--- src/rtl/debounce_pkg.sv ---
// Shared types, default parameters and width helpers for the button debouncer array.
package debounce_pkg;

    typedef enum logic [1:0] {
        IDLE,
        HOLD,
        REPEAT,
        DONE
    } hold_state_t;

    localparam int unsigned DEF_NUM_CH          = 4;
    localparam int unsigned DEF_DEBOUNCE_CYCLES = 250000;
    localparam int unsigned DEF_HOLD_CYCLES     = 25000000;
    localparam int unsigned DEF_REPEAT_CYCLES   = 5000000;
    localparam bit          DEF_ACTIVE_LOW      = 1'b0;

    // Bits needed to hold the value n; never narrower than one bit.
    function automatic int cnt_width(input int unsigned n);
        return (n < 1) ? 1 : $clog2(n + 1);
    endfunction

    function automatic int unsigned max_u(input int unsigned a, input int unsigned b);
        return (a > b) ? a : b;
    endfunction

endpackage

--- src/rtl/button_debouncer_array_if.sv ---
// Raw button inputs and debounced level/pulse outputs for all channels.
interface button_debouncer_array_if #(
    parameter int unsigned NUM_CH = debounce_pkg::DEF_NUM_CH
);
    logic [NUM_CH-1:0] btn_raw;
    logic [NUM_CH-1:0] btn_level;
    logic [NUM_CH-1:0] press_pulse;
    logic [NUM_CH-1:0] release_pulse;
    logic [NUM_CH-1:0] long_pulse;
    logic [NUM_CH-1:0] repeat_pulse;

    modport master (
        output btn_raw,
        input  btn_level, press_pulse, release_pulse, long_pulse, repeat_pulse
    );

    modport slave (
        input  btn_raw,
        output btn_level, press_pulse, release_pulse, long_pulse, repeat_pulse
    );
endinterface

--- src/rtl/debounce_channel.sv ---
// One channel: two-flop synchroniser, stability-window debounce, edge pulses
// and the long-press / auto-repeat hold FSM.
module debounce_channel
    import debounce_pkg::*;
#(
    parameter int unsigned DEBOUNCE_CYCLES = DEF_DEBOUNCE_CYCLES,
    parameter int unsigned HOLD_CYCLES     = DEF_HOLD_CYCLES,
    parameter int unsigned REPEAT_CYCLES   = DEF_REPEAT_CYCLES,
    parameter bit          ACTIVE_LOW      = DEF_ACTIVE_LOW
) (
    input  logic clk,
    input  logic rst,
    input  logic i_raw,
    output logic o_level,
    output logic o_press,
    output logic o_release,
    output logic o_long,
    output logic o_repeat
);
    localparam int CNT_W = cnt_width(DEBOUNCE_CYCLES);
    localparam logic [CNT_W-1:0] DB_LAST = CNT_W'(DEBOUNCE_CYCLES - 1);

    logic             r_sync1;
    logic             r_sync2;
    logic             r_level;
    logic             r_press;
    logic             r_release;
    logic [CNT_W-1:0] r_cnt;
    logic             w_s;
    logic             w_accept;

    assign w_s      = r_sync2 ^ ACTIVE_LOW;
    assign w_accept = (w_s != r_level) && (r_cnt == DB_LAST);

    // NOTE: sequential state uses non-blocking assignments so every flop samples pre-edge values.
    always_ff @(posedge clk) begin
        if (rst) begin
            r_sync1   <= ACTIVE_LOW;
            r_sync2   <= ACTIVE_LOW;
            r_level   <= 1'b0;
            r_press   <= 1'b0;
            r_release <= 1'b0;
            r_cnt     <= '0;
        end else begin
            r_sync1   <= i_raw;
            r_sync2   <= r_sync1;
            r_press   <= w_accept && w_s;
            r_release <= w_accept && !w_s;
            if (w_s == r_level) begin
                r_cnt <= '0;
            end else if (w_accept) begin
                r_level <= w_s;
                r_cnt   <= '0;
            end else begin
                r_cnt <= r_cnt + 1'b1;
            end
        end
    end

    assign o_level   = r_level;
    assign o_press   = r_press;
    assign o_release = r_release;

    if (HOLD_CYCLES > 0) begin : g_hold
        localparam int HOLD_W = cnt_width(max_u(HOLD_CYCLES, REPEAT_CYCLES));
        localparam logic [HOLD_W-1:0] HOLD_LAST = HOLD_W'(HOLD_CYCLES);
        localparam logic [HOLD_W-1:0] REP_LAST  = HOLD_W'(REPEAT_CYCLES);

        hold_state_t       r_state;
        logic [HOLD_W-1:0] r_hold_cnt;
        logic              r_long;
        logic              r_repeat;

        // The FSM moves on the same edge that accepts the level change, so hold_cnt
        // already reads 1 in the press_pulse cycle.
        always_ff @(posedge clk) begin
            if (rst) begin
                r_state    <= IDLE;
                r_hold_cnt <= '0;
                r_long     <= 1'b0;
                r_repeat   <= 1'b0;
            end else begin
                r_long   <= 1'b0;
                r_repeat <= 1'b0;
                if (w_accept && !w_s) begin
                    r_state    <= IDLE;
                    r_hold_cnt <= '0;
                end else begin
                    case (r_state)
                        IDLE: begin
                            if (w_accept && w_s) begin
                                r_state    <= HOLD;
                                r_hold_cnt <= HOLD_W'(1);
                            end
                        end
                        HOLD: begin
                            if (r_hold_cnt == HOLD_LAST) begin
                                r_long     <= 1'b1;
                                r_hold_cnt <= HOLD_W'(1);
                                r_state    <= (REPEAT_CYCLES > 0) ? REPEAT : DONE;
                            end else begin
                                r_hold_cnt <= r_hold_cnt + 1'b1;
                            end
                        end
                        REPEAT: begin
                            if (r_hold_cnt == REP_LAST) begin
                                r_repeat   <= 1'b1;
                                r_hold_cnt <= HOLD_W'(1);
                            end else begin
                                r_hold_cnt <= r_hold_cnt + 1'b1;
                            end
                        end
                        default: begin
                        end
                    endcase
                end
            end
        end

        assign o_long   = r_long;
        assign o_repeat = r_repeat;
    end else begin : g_no_hold
        assign o_long   = 1'b0;
        assign o_repeat = 1'b0;
    end

endmodule

--- src/rtl/button_debouncer_array.sv ---
// Multi-channel button debouncer: NUM_CH independent debounce_channel instances.
module button_debouncer_array
    import debounce_pkg::*;
#(
    parameter int unsigned NUM_CH          = DEF_NUM_CH,
    parameter int unsigned DEBOUNCE_CYCLES = DEF_DEBOUNCE_CYCLES,
    parameter int unsigned HOLD_CYCLES     = DEF_HOLD_CYCLES,
    parameter int unsigned REPEAT_CYCLES   = DEF_REPEAT_CYCLES,
    parameter bit          ACTIVE_LOW      = DEF_ACTIVE_LOW
) (
    input logic                     clk,
    input logic                     rst,
    button_debouncer_array_if.slave bus
);
    logic [NUM_CH-1:0] w_level;
    logic [NUM_CH-1:0] w_press;
    logic [NUM_CH-1:0] w_release;
    logic [NUM_CH-1:0] w_long;
    logic [NUM_CH-1:0] w_repeat;

    for (genvar g = 0; g < NUM_CH; g++) begin : g_ch
        debounce_channel #(
            .DEBOUNCE_CYCLES(DEBOUNCE_CYCLES),
            .HOLD_CYCLES    (HOLD_CYCLES),
            .REPEAT_CYCLES  (REPEAT_CYCLES),
            .ACTIVE_LOW     (ACTIVE_LOW)
        ) u_ch (
            .clk      (clk),
            .rst      (rst),
            .i_raw    (bus.btn_raw[g]),
            .o_level  (w_level[g]),
            .o_press  (w_press[g]),
            .o_release(w_release[g]),
            .o_long   (w_long[g]),
            .o_repeat (w_repeat[g])
        );
    end

    assign bus.btn_level     = w_level;
    assign bus.press_pulse   = w_press;
    assign bus.release_pulse = w_release;
    assign bus.long_pulse    = w_long;
    assign bus.repeat_pulse  = w_repeat;

endmodule

--- src/flat_wrapper.sv ---
// flat-port wrapper written by rule: the top's interface ports become plain ports
module button_debouncer_array_flat import debounce_pkg::*;
#(
    parameter int unsigned NUM_CH          = DEF_NUM_CH,
    parameter int unsigned DEBOUNCE_CYCLES = DEF_DEBOUNCE_CYCLES,
    parameter int unsigned HOLD_CYCLES     = DEF_HOLD_CYCLES,
    parameter int unsigned REPEAT_CYCLES   = DEF_REPEAT_CYCLES,
    parameter bit          ACTIVE_LOW      = DEF_ACTIVE_LOW
)
  (clk, rst, bus_btn_raw, bus_btn_level, bus_press_pulse, bus_release_pulse, bus_long_pulse, bus_repeat_pulse);
  button_debouncer_array_if #(.NUM_CH(NUM_CH)) bus_i ();
  input logic clk;
  input logic rst;
  input wire logic [$bits(bus_i.btn_raw)-1:0] bus_btn_raw;
  output wire logic [$bits(bus_i.btn_level)-1:0] bus_btn_level;
  output wire logic [$bits(bus_i.press_pulse)-1:0] bus_press_pulse;
  output wire logic [$bits(bus_i.release_pulse)-1:0] bus_release_pulse;
  output wire logic [$bits(bus_i.long_pulse)-1:0] bus_long_pulse;
  output wire logic [$bits(bus_i.repeat_pulse)-1:0] bus_repeat_pulse;
  assign bus_i.btn_raw = bus_btn_raw;
  assign bus_btn_level = bus_i.btn_level;
  assign bus_press_pulse = bus_i.press_pulse;
  assign bus_release_pulse = bus_i.release_pulse;
  assign bus_long_pulse = bus_i.long_pulse;
  assign bus_repeat_pulse = bus_i.repeat_pulse;
  button_debouncer_array #(.NUM_CH(NUM_CH), .DEBOUNCE_CYCLES(DEBOUNCE_CYCLES), .HOLD_CYCLES(HOLD_CYCLES), .REPEAT_CYCLES(REPEAT_CYCLES), .ACTIVE_LOW(ACTIVE_LOW)) u_core (.clk(clk), .rst(rst), .bus(bus_i));
endmodule
--- config.mk ---
export PLATFORM = sky130hd
export DESIGN_NAME = button_debouncer_array_flat
export DESIGN_NICKNAME = d
export VERILOG_FILES = /design/src/rtl/debounce_pkg.sv /design/src/rtl/button_debouncer_array_if.sv /design/src/rtl/debounce_channel.sv /design/src/rtl/button_debouncer_array.sv /design/src/flat_wrapper.sv
export SDC_FILE = /design/constraint.sdc
export NUM_CORES = 1
export LEC_CHECK = 0
export ABC_AREA = 1
export ABC_CLOCK_PERIOD_IN_PS = 2300
export BUFFER_PORTS_ARGS = -buffer_cell sky130_fd_sc_hd__buf_2
export CORE_MARGIN = 5
export CORE_UTILIZATION = 38
export CTS_CLUSTER_DIAMETER = 200
export DETAILED_ROUTE_END_ITERATION = 6
export HOLD_SLACK_MARGIN = 0.06
export SYNTH_ARGS = -nofsm -noshare
export SYNTH_HDL_FRONTEND = slang
export SYNTH_SLANG_ARGS = --single-unit
--- constraint.sdc ---
create_clock -name clk -period 2.3 [get_ports clk]
set_input_delay 0.46 -clock clk [delete_from_list [all_inputs] [get_ports clk]]
set_output_delay 0.46 -clock clk [all_outputs]
set_load 0.02 [all_outputs]
==> flow_summary.toml <==
[outcome]
outcome = "complete, no violations"

[sta]
tns_ns = 0
drv_slew = 0
setup_viol = 0
max_freq_mhz = 495
clock_skew_ns = 0.0187
hold_viol = 0
layout_setup_ws_ns = 0.278
relSlewSlack_pct = 67.0
period_needed_ns = 2.02
finalCritPeriodShare_pct = 87.9
worst_pin_slew_ns = 0.494
grt_setup_unrepaired = "false"

[critical_path]
critPathSlowestCell = "dfxtp_1"
worst_path_largest_cell_delay_ns = 0.34
cp.arrival_ns = 2.43
start_kind = "register"
crit_chain = "ha_1 > nand2_1 > nor2_2 > nand2_1 > nor2_1 > nand4_1 > nand2_2 > clkinvlp_4 > buf_4 > nand2_1 > a21oi_1"
required_ns = 2.71
critPathKind = "register to register"
end_kind = "register"
critPathMaxFanout = 10
worst_path_most_repeated_cell = "nand2_1"

[grt]
grt_use_met3_pct = 2.48
grt.overflow.total = 0
busiest_layer = "met2"
grt_pass1_wl_um = 51000
grt_max_degree = 27
track_usage_pct = 16.2
use_met2_pct = 27.0
antenna_found_initial = 0
grt_pass1_vias = 11008
met1_usage_pct = 22.2

[yosys]
ys_types = 46
synth_edf_count = 0
synthTopCellsByCount = "484 x nand2_1, 337 x nor2_1, 267 x inv_1"
synth.mux.area_fraction_pct = 0
yosys.area_share.simple_pct = 41.0
synth_compound_area_share_pct = 8.43
ys_seq_area_share_pct = 33.8
async_reset_ff_share_pct = 0
ys_ff_latch = 208
synth.avg_cell_area_um2 = 6.26
synth_fp_nets = 1994
yosys.area.top_type = "dfxtp_1"
syn_area_mm2 = 0.0123
yosys.cell_count.top_type = "nand2_1"
synth_top_area_share_pct = 33.8
yosysWarnings = 0
synth_top_family_by_area = "simple AND/OR/NAND/NOR gates"
syn_inst = 1964
synth_xor_area_share_pct = 2.85
synthFlopType = "dfxtp_1"
synth_adder_area_share_pct = 2.44
synth_area_leaders = "dfxtp_1 34%, nand2_1 15%, nor2_1 10%"

[drt]
drt_iter0_markers = 751
via_per_inst = 4.85
vias = 11859
ant_nets = 0
drc = 0
wl_um = 29100
drtPass1Iterations = 5
wl_per_cell_um = 11.9

[run]
drv_cap = 0

[placement]
gp_congestion = 0.930
hpwlAfterDp_um = 21400
portBuffers = 25
dp_slack_ns = 0.231

[pwr]
powerDensity_mw_per_mm2 = 576
p_int_mw = 6.28
power.share.switching_pct = 20.7
p_sw_mw = 1.64
pwr-share-seq_pct = 45.7
combPwrFrac_pct = 1.4
power.leakage_nw = 5.36
pwr-share-clk_pct = 53.0
ir_drop_mv = 0.554

[floorplanning]
die-area_mm2 = 0.0361
die_y_um = 190
ios = 26
core_region_area_mm2 = 0.0318
start_util_pct = 38.7
die_w_um = 190
rows = 65

[cts]
cts_tree = "yes"
clkTransAtPathRegs_ns = 0.06
clockRootBuffer = "clkbuf_16"
clk_latency_ns = 0.53
clock-sinks = 208
cts_buffers = 25
clockBufferDepth = 3
htree_levels = 1

[final_layout]
diodes = 0
syn2layout_area_growth_pct = 11.9
num-nets-final = 2021
nFillCells = 3293
drive_above_1_share_pct = 7.32

[worst_hold_path]
hp-class = "input port to register"
stage by stage:
| stage | std cells | total power, mW | hold WS [ns] | util (%) | instance area [µm²] |
|---|---|---|---|---|---|
| finish | 2443 | 7.92 | 0.142 | 43.3 | 13800 |
| CTS | 2440 | 8.09 | 0.111 | 43.2 | 13700 |
| global route | 2443 | 8.23 | 0.131 | 43.3 | 13800 |
| detailed placement | 2396 | 3.81 | 0.397 | 40.4 | 12800 |
| floorplan | 1964 | 3.77 | 0.388 | - | 12300 |
| global placement | 2396 | 3.81 | 0.393 | 40.4 | 12800 |
sequential cells by signal, summed over array words and instances (netlist names):
| register | flops |
|---|---|
| u_core.g_ch.u_ch.g_hold.r_hold_cnt | 100 |
| u_core.g_ch.u_ch.g_hold.r_state | 8 |
| u_core.g_ch.u_ch.o_level | 4 |
| u_core.g_ch.u_ch.o_long | 4 |
| u_core.g_ch.u_ch.o_press | 4 |
| u_core.g_ch.u_ch.o_release | 4 |
| u_core.g_ch.u_ch.o_repeat | 4 |
| u_core.g_ch.u_ch.r_cnt | 72 |
| u_core.g_ch.u_ch.r_sync1 | 4 |
| u_core.g_ch.u_ch.r_sync2 | 4 |
final cells by class:
class	count	area, µm²	share of cell area, %
timing repair buffer	60	400	2.91
sequential	208	4160	30.3
clock buffer	29	671	4.87
clock inverter	15	209	1.52
inverter	274	1030	7.50
tap	435	544	3.96
multi-input combinational	1422	6740	49.0
worst max-delay path, delay by kind of cell, from the launching register on:
kind | cells | cell delay (ns)
AOI/OAI and AO/OA | 1 | 0.06
adders and majority gates | 1 | 0.17
buffers and inverters | 2 | 0.37
DFF | 1 | 0.34
and+or+nand+nor | 7 | 0.98
cell families after synthesis:
kind of cell             Yosys count
flip-flops                       208
AND/OR/NAND/NOR                 1165
buffers and inverters            334
XOR/XNOR                          40
AO/OA/AOI/OAI                    193
adder cells (fa/ha/maj)           24
layer usage:
layer  vias to the layer above  wire length, µm
met4                         0              538
li1                       6311                -
met5                         -                0
met1                      5337            14200
met3                        40             1190
met2                       171            13200
worst paths after layout:
path	from	to	slack, ns	depth (start not counted)
worst max-delay path	u_core.g_ch[2].u_ch.r_cnt[0]	u_core.g_ch[2].u_ch.g_hold.r_hold_cnt[20]	0.28	11
worst min-delay path	bus_btn_raw[1]	u_core.g_ch[1].u_ch.r_sync1	0.14	3
worst min register to register	u_core.g_ch[1].u_ch.r_sync1	u_core.g_ch[1].u_ch.r_sync2	0.40	2
worst max register to register	u_core.g_ch[2].u_ch.r_cnt[0]	u_core.g_ch[2].u_ch.g_hold.r_hold_cnt[20]	0.28	11
layout by cell type (no fill, tap or decap), drive strengths merged, types with 4 or more instances in the layout:
| cell | count |
|---|---|
| nand2 | 493 |
| nor2 | 348 |
| inv | 271 |
| dfxtp | 208 |
| nand3 | 177 |
| a21oi | 123 |
| nand4 | 60 |
| buf | 60 |
| o21ai | 51 |
| nor3 | 51 |
| xor2 | 34 |
| clkbuf | 29 |
| ha | 24 |
| clkinv | 10 |
| nor3b | 8 |
| nor4 | 8 |
| a31oi | 8 |
| nand3b | 8 |
| and3 | 6 |
| xnor2 | 6 |
| bufinv | 5 |
| or2 | 4 |
power by group through the flow:
stage / Clock, mW / Combinational [mW] / Sequential (mW)
2_1_floorplan: 0 / 0.0732 / 3.70
3_3_place_gp: 0 / 0.110 / 3.70
3_5_place_dp: 0 / 0.110 / 3.70
4_1_cts: 4.36 / 0.110 / 3.62
5_1_grt: 4.49 / 0.124 / 3.62
6_report: 4.19 / 0.108 / 3.62
timing repair:
item,CTS,global route
resized for setup,0,4
endpoints found under the setup margin,0,7
buffers inserted,0,3
hold buffers,0,0
Power figures use the tool's default switching activity.
